File: src/rtl/stream_mux_pkg.sv
// Shared types and constants for the N-to-1 packet stream multiplexer.
package stream_mux_pkg;

    typedef enum logic {
        IDLE   = 1'b0,
        LOCKED = 1'b1
    } state_t;

    localparam int ARB_SEL = 0;
    localparam int ARB_RR  = 1;

    function automatic int sel_width(input int n);
        return ($clog2(n) > 1) ? $clog2(n) : 1;
    endfunction

endpackage

File: src/rtl/stream_fifo2.sv
// Two-entry FIFO; head_data reads as zero while empty.
module stream_fifo2 #(
    parameter int WIDTH = 8
) (
    input  logic             clk,
    input  logic             reset_n,
    input  logic             push,
    input  logic [WIDTH-1:0] push_data,
    input  logic             pop,
    output logic [WIDTH-1:0] head_data,
    output logic [1:0]       count
);

    logic [WIDTH-1:0] mem [2];
    logic             wr_ptr;
    logic             rd_ptr;
    logic             do_push;
    logic             do_pop;

    assign do_push = push && (count != 2'd2);
    assign do_pop  = pop && (count != 2'd0);

    always_ff @(posedge clk) begin
        if (!reset_n) begin
            wr_ptr <= 1'b0;
            rd_ptr <= 1'b0;
            count  <= '0;
        end else begin
            if (do_push) begin
                mem[wr_ptr] <= push_data;
                wr_ptr      <= ~wr_ptr;
            end
            if (do_pop) begin
                rd_ptr <= ~rd_ptr;
            end
            case ({do_push, do_pop})
                2'b10:   count <= count + 2'd1;
                2'b01:   count <= count - 2'd1;
                default: count <= count;
            endcase
        end
    end

    assign head_data = (count != 2'd0) ? mem[rd_ptr] : '0;

endmodule

File: src/rtl/stream_mux_nto1.sv
// Packet-granular N-to-1 stream mux: selects a channel per packet (external
// select or round-robin) and forwards its words through a 2-entry buffer.
module stream_mux_nto1
    import stream_mux_pkg::*;
#(
    parameter int WORD_SIZE = 16,
    parameter int NUM_CH    = 4,
    parameter int ARB_MODE  = ARB_SEL,
    localparam int SEL_W    = sel_width(NUM_CH)
) (
    input  logic                        clk,
    input  logic                        reset_n,
    input  logic [NUM_CH*WORD_SIZE-1:0] in_data,
    input  logic [NUM_CH-1:0]           in_valid,
    input  logic [NUM_CH-1:0]           in_last,
    output logic [NUM_CH-1:0]           in_ready,
    input  logic [SEL_W-1:0]            sel,
    output logic [WORD_SIZE-1:0]        out_data,
    output logic                        out_valid,
    output logic                        out_last,
    output logic [SEL_W-1:0]            out_ch,
    input  logic                        out_ready,
    output logic                        busy
);

    localparam int NSEL    = 2 ** SEL_W;
    localparam int ENTRY_W = WORD_SIZE + 1 + SEL_W;

    state_t               state;
    logic [SEL_W-1:0]     grant;
    logic [SEL_W-1:0]     rr_ptr;
    logic [SEL_W-1:0]     rr_pick;
    logic                 rr_found;
    int unsigned          rr_idx;
    logic [NSEL-1:0]      valid_pad;
    logic [NSEL-1:0]      last_pad;
    logic [NSEL-1:0]      ready_pad;
    logic [WORD_SIZE-1:0] words [NSEL];
    logic [1:0]           count;
    logic                 grant_ready;
    logic                 in_xfer;
    logic                 pop;
    logic [ENTRY_W-1:0]   head;

    // Channel vectors are padded to a power of two so that an out-of-range
    // sel (or index) reads as an invalid, empty channel.
    always_comb begin
        valid_pad = '0;
        last_pad  = '0;
        for (int unsigned i = 0; i < NSEL; i++) begin
            words[i] = '0;
        end
        for (int unsigned i = 0; i < NUM_CH; i++) begin
            valid_pad[i] = in_valid[i];
            last_pad[i]  = in_last[i];
            words[i]     = in_data[i*WORD_SIZE +: WORD_SIZE];
        end
    end

    always_comb begin
        rr_found = 1'b0;
        rr_pick  = '0;
        rr_idx   = 0;
        for (int unsigned k = 1; k <= NUM_CH; k++) begin
            rr_idx = 32'(rr_ptr) + k;
            if (rr_idx >= unsigned'(NUM_CH)) begin
                rr_idx = rr_idx - unsigned'(NUM_CH);
            end
            if (!rr_found && valid_pad[rr_idx[SEL_W-1:0]]) begin
                rr_found = 1'b1;
                rr_pick  = rr_idx[SEL_W-1:0];
            end
        end
    end

    assign grant_ready = (state == LOCKED) && (count < 2'd2);
    assign in_xfer     = grant_ready && valid_pad[grant];

    always_comb begin
        ready_pad        = '0;
        ready_pad[grant] = grant_ready;
        in_ready         = ready_pad[NUM_CH-1:0];
    end

    always_ff @(posedge clk) begin
        if (!reset_n) begin
            state  <= IDLE;
            grant  <= '0;
            rr_ptr <= SEL_W'(NUM_CH - 1);
        end else begin
            case (state)
                IDLE: begin
                    if (ARB_MODE == ARB_RR) begin
                        if (rr_found) begin
                            grant <= rr_pick;
                            state <= LOCKED;
                        end
                    end else if (valid_pad[sel]) begin
                        grant <= sel;
                        state <= LOCKED;
                    end
                end
                LOCKED: begin
                    if (in_xfer && last_pad[grant]) begin
                        state <= IDLE;
                        if (ARB_MODE == ARB_RR) begin
                            rr_ptr <= grant;
                        end
                    end
                end
                default: state <= IDLE;
            endcase
        end
    end

    assign pop = out_valid && out_ready;

    stream_fifo2 #(
        .WIDTH(ENTRY_W)
    ) u_buf (
        .clk      (clk),
        .reset_n  (reset_n),
        .push     (in_xfer),
        .push_data({words[grant], last_pad[grant], grant}),
        .pop      (pop),
        .head_data(head),
        .count    (count)
    );

    assign out_valid = (count != 2'd0);
    assign out_data  = head[ENTRY_W-1 -: WORD_SIZE];
    assign out_last  = head[SEL_W];
    assign out_ch    = head[SEL_W-1:0];
    assign busy      = (state == LOCKED) || (count != 2'd0);

endmodule

File: config.mk
export PLATFORM = sky130hd
export DESIGN_NAME = stream_mux_nto1
export DESIGN_NICKNAME = d
export VERILOG_FILES = /design/src/rtl/stream_mux_pkg.sv /design/src/rtl/stream_fifo2.sv /design/src/rtl/stream_mux_nto1.sv
export SDC_FILE = /design/constraint.sdc
export NUM_CORES = 1
export LEC_CHECK = 0
export CAP_MARGIN = 30
export CORE_MARGIN = 8
export CORE_UTILIZATION = 42
export DETAILED_ROUTE_END_ITERATION = 12
export GPL_ROUTABILITY_DRIVEN = 1
export HOLD_SLACK_MARGIN = 0.05
export PLACE_DENSITY = 0.81
export SLEW_MARGIN = 0
export SYNTH_ARGS = -nofsm -noshare
export SYNTH_HDL_FRONTEND = slang
export SYNTH_SLANG_ARGS = --single-unit
File: constraint.sdc
create_clock -name clk -period 3.4 [get_ports clk]
set_input_delay 0.85 -clock clk [delete_from_list [all_inputs] [get_ports clk]]
set_output_delay 0.85 -clock clk [all_outputs]
set_load 0.01 [all_outputs]
## Word level (Yosys, flattened, before mapping)

Memories as Yosys holds them, arrays and structs flattened. A register that Yosys moved wholly into a read port is not among the register bits.
Cells that the tools add are included.

| storage, ports and cells | value |
|---|---|
| bits in writable memories | 38 |
| bits of input ports | 77 |
| register bits | 7 |
| word-level logic and storage cells | 53 |
| memories kept | 1 |

Memory list:

| name | words | width | rd ports | clocked after Yosys merged registers in | write ports | line | RTL |
|---|---|---|---|---|---|---|---|
| u_buf.mem | 2 | 19 | 1 | 1 | 1 | stream_fifo2.sv:14 | `logic [WIDTH-1:0] mem [2];` |

| cells by class | value |
|---|---|
| eq/ne operators | 3 |
| bitwise logic cells | 5 |
| multiplexer cells | 21 |
| add/sub/neg operators | 2 |
| magnitude comparators | 5 |
| reduce and logical (&&, ||, !) cells | 11 |

Operators with widths:

| operator | count |
|---|---|
| binary-select mux 16 bit (select 2 bit) | 1 |
| 2-to-1 mux 16 bit | 2 |
| 2-to-1 mux 19 bit | 1 |
| 2-to-1 mux 1 bit | 11 |
| logical AND 1 bit | 7 |
| binary-select mux 1 bit (select 2 bit) | 3 |
| less-than comparator 2 x 3 -> 1 bit, second input constant | 2 |
| AND 4 bit | 1 |
| case mux 2 bit (2 select lines) | 1 |
| nonzero test 2 bit | 2 |
| >= comparator 3 bit, second input constant | 1 |
| inverter 1 bit | 3 |
| inverter 2 -> 3 bit | 1 |
| adder 2 x 1 -> 2 bit, second input constant | 1 |
| demux 1 bit (select 2 bit) | 1 |
| == test 2 x 1 -> 1 bit, second input constant | 1 |
| == test 2 bit, second input constant | 1 |
| >= comparator 2 x 1 -> 1 bit, second input constant | 1 |
| less-than comparator 2 bit, second input constant | 1 |
| inequality test 2 bit, second input constant | 1 |
| case mux 1 bit (2 select lines) | 1 |
| AND reduction 2 bit | 1 |
| subtractor 2 x 1 -> 2 bit, second input constant | 1 |
| logical OR 1 bit | 1 |

## Logic depth before layout (Yosys ltp)

| logic depth | value |
|---|---|
| depth after elaboration | 7 |
| mapped depth | 7 |

## Modules after synthesis

From an unflattened synthesis, not the netlist that was laid out.

| unflattened totals | value |
|---|---|
| cells, all modules | 151 |
| area total of the unflattened synthesis | 2306.0 sq um |

Modules (own cells, without submodules):

| module | cells each | sequential area each (sq um) | instances | area an instance (sq um) |
|---|---|---|---|---|
| stream_fifo2 | 105 | 1241.2 | 1 | 1664.1 |
| stream_mux_nto1 | 46 | 60.1 | 1 | 641.9 |

## Worst setup path after synthesis

Ideal clock, no wire load.

| path | value |
|---|---|
| path type | input to register |
| from | in in_valid[1] |
| to | mem u_buf.mem[0][0] (netlist bit) (enable) |
| library setup time | 0.419 ns |
| path buffers | 0 |
| path slack | 0.442 ns |
| stages | 3 |
| data arrival time | 2.539 ns |
| required time | 2.981 ns |
| cells stage by stage | mux4_2 -> nand2_1 -> nor3_1 |

| between the ends | value |
|---|---|
| longest elaborated chain between the ends | 7 |

RTL lines:

| what | line | RTL |
|---|---|---|
| start: declaration | stream_mux_nto1.sv:14 | `input logic [NUM_CH-1:0] in_valid,` |
| binary-select mux 1 bit (select 2 bit) | stream_mux_nto1.sv:77 | `assign in_xfer = grant_ready && valid_pad[grant];` |
| 2-to-1 mux 1 bit (not written as such) | stream_mux_nto1.sv:77 |  |
| logical AND 1 bit | stream_mux_nto1.sv:77 |  |
| logical AND 1 bit | stream_fifo2.sv:20 | `assign do_push = push && (count != 2'd2);` |
| 2-to-1 mux 1 bit | stream_fifo2.sv:29 | `if (do_push) begin` |
| 2-to-1 mux 1 bit | stream_fifo2.sv:24 | `if (!reset_n) begin` |
| 2-to-1 mux 1 bit (not written as such) | stream_fifo2.sv:30 | `mem[wr_ptr] <= push_data;` |
| end: declaration | stream_fifo2.sv:14 |  |

Every way passes these cells. The select of a mux whose other input is x is not followed.

==> results.py <==
metrics = {
    "sta": {
        "period_minus_slack_ns": 2.93,
        "rsz0062_at_grt": "false",
        "relSlewSlack_pct": 44.3,
        "fin_setup_tns_ns": 0,
        "fmax_ghz": 0.341,
        "final_max_slew_viol_count": 0,
        "final_hold_viol_count": 0,
        "tightestPinTransition_ns": 0.834,
        "min_period_over_period_pct": 86.3,
        "final.setup_skew_ns": 0.00786,
        "setup_viol": 0,
        "setup_slack_ns": 0.466,
    },
    "yosys": {
        "async_flop_share_pct": 0,
        "synth_top_flop_cell": "edfxtp_1",
        "synthesis.nets": 230,
        "ys_top_cells_by_area": "edfxtp_1 (50%), mux4_2 (19%), mux2i_1 (9.3%)",
        "yosys.cell_types.count": 25,
        "syn_avg_cell_area_um2": 14.9,
        "syn_area_um2": 2260,
        "ys_warn_count": 0,
        "synth_common_cells": "edfxtp_1 (38), nor2_1 (25), mux2i_1 (21)",
        "synth.largest_area_cell": "edfxtp_1",
        "synth_top_area_share_pct": 50.5,
        "synth-seq-cells": 46,
        "synth_most_common_cell": "edfxtp_1",
        "synth_edf_count": 38,
        "seq_area_frac_synth_pct": 57.6,
        "synth_cells": 152,
    },
    "worst_hold_path": {
        "hold_depth": 2,
        "hold_class": "register to register",
    },
    "critical_path": {
        "crit_path_start_kind": "register",
        "path_max_fanout": 11,
        "r2r-end": "u_buf.count[1]",
        "critPathCaptureType": "output pin",
        "worst_ep_arrival_time_ns": 2.08,
        "crit_path_end": "out_data[6]",
        "rrSetupSlack_ns": 1.07,
        "crit_type": "register to output pin",
        "reg2reg_from": "grant[1]",
        "cp.required_ns": 2.55,
        "rr_worst_depth": 6,
    },
    "drt": {
        "drt_iter0_drc": 48,
        "wl_um": 5640,
        "avgViaCountPerCell": 4.94,
        "drcViolationCount": 0,
        "firstDrtPassIters": 4,
        "ant_nets": 0,
        "vias": 1612,
        "wire_per_inst_um": 17.3,
    },
    "job": {
        "maxCapViolCount": 0,
    },
    "global_route": {
        "grt_pass1_wl_um": 8860,
        "grt_max_degree": 21,
        "antenna_found_initial": 0,
        "overflow": 0,
        "grt_pass1_vias": 1783,
        "grtUsageTotal_pct": 15.0,
    },
    "clocking": {
        "hold_buffers": 0,
        "postCtsSetupBuffers": 0,
        "clockRootBuffer": "clkbuf_8",
        "cts_tree": "done",
        "cts_buffers": 5,
        "cts_buffer_depth": 2,
        "cts_max_level": 2,
        "cts.sinks": 46,
        "clk_pin_slew_worst_paths_ns": 0.08,
        "insertion_delay_ns": 0.29,
        "ctsResizeCount": 0,
    },
    "placed_design": {
        "globalplace.congestion": 0.814,
        "post-place-ws_ns": 0.565,
        "dp_hpwl_um": 4410,
        "port_buffers": 101,
    },
    "die": {
        "die_w_um": 89.4,
        "initial_utilization_pct": 44.0,
        "ioPinCount": 102,
        "rows": 26,
        "core_area_um2": 5140,
        "die-area_um2": 7980,
        "die_y_um": 89.4,
    },
    "layout": {
        "area_growth_pct": 53.5,
        "fin_util_pct": 67.5,
        "antenna_cells": 0,
        "num-nets-final": 333,
        "drive_gt1_share_pct": 13.7,
    },
    "power": {
        "power.total_mw": 1.81,
        "p_leak_nw": 1.16,
        "cellPowerDensity_nw_per_um2": 522,
        "vdd_drop_max_mv": 0.267,
    },
    "run_status": {
        "status": "finished, final reports clean",
    },
}
==> per-layer routing <==
| metal | vias up | share of wire (%) | wire [um] | global-route usage (%) |
|---|---|---|---|---|
| met5 | - | 0 | 0 | 0 |
| met4 | 0 | 1.9 | 108 | 6.04 |
| met3 | 6 | 7.4 | 419 | 5.24 |
| met2 | 57 | 54 | 3070 | 26.8 |
| met1 | 766 | 36 | 2040 | 15.7 |
| li1 | 783 | - | - | - |
==> power by group <==
part / internal (mW) / switching [mW] / total [mW]
clock: 0.210 / 0.166 / 0.376
sequential: 0.661 / 0.0459 / 0.707
combinational: 0.416 / 0.314 / 0.730
total: 1.29 / 0.526 / 1.81
==> logic make-up (layout without fill, tap and decap cells) <==
logic type	Yosys count	after routing	share of synthesized area, %
flip-flops	46	46	57.6
AND/OR/NAND/NOR	41	41	7.70
multiplexers	40	40	28.2
buffers and inverters	14	118	2.88
AO/OA/AOI/OAI	7	7	1.88
XOR/XNOR	3	3	1.16
adder cells (fa/ha/maj)	1	1	0.554
==> layout by cell type, fill, tap and decap left out, types with 2 or more instances in the layout <==
cell / synthesis / layout
nand2_1: 7 / 7
xor2_1: 2 / 2
clkbuf_8: 0 / 6
or3_1: 2 / 2
nor2b_1: 2 / 2
o21ai_0: 3 / 3
edfxtp_1: 38 / 38
dfxtp_1: 8 / 8
nor3_2: 0 / 2
nor2_1: 25 / 24
mux2i_1: 21 / 21
inv_1: 4 / 4
mux4_2: 19 / 19
buf_4: 0 / 5
clkdlybuf4s50_1: 0 / 101
==> stage by stage <==
stage | std cells | instance area [um^2] | hold WS (ns)
final | 326 | 3470 | 0.539
after global routing | 326 | 3470 | 0.574
after CTS | 326 | 3470 | 0.546
after detailed placement | 318 | 3360 | 0.523
after global placement | 318 | 3360 | 0.486
after floorplan | 152 | 2260 | 0.448
==> worst min-delay path by stage <==
stage,from,end,slack [ns]
2_1_floorplan,grant[0],u_buf.mem[0][0],0.45
3_3_place_gp,u_buf.rd_ptr,u_buf.rd_ptr,0.49
3_5_place_dp,u_buf.rd_ptr,u_buf.rd_ptr,0.52
4_1_cts,u_buf.rd_ptr,u_buf.rd_ptr,0.55
5_1_grt,u_buf.count[1],u_buf.count[1],0.57
6_report,u_buf.rd_ptr,register,0.54
==> critical path, cell delays in order, from the launching register on <==
cell and delay [ns]:
dfxtp_1 0.62, buf_4 0.33, mux2i_1 0.23, nor2_1 0.07, clkdlybuf4s50_1 0.54
==> area by class of cell <==
| type | instances | area (um^2) |
|---|---|---|
| fill | 408 | 1670 |
| sequential | 46 | 1300 |
| timing repair buffer | 106 | 1050 |
| multi-input combinational | 92 | 906 |
| clock buffer | 8 | 111 |
| tap | 70 | 87.6 |
| inverter | 4 | 15.0 |
==> registers in the layout, indices dropped and copies added, names as in the netlist, named ones only <==
name          cells
state             1
u_buf.wr_ptr      1
grant             2
u_buf.count       2
u_buf.mem        38
u_buf.rd_ptr      1
(Power assumes the default switching activity.)
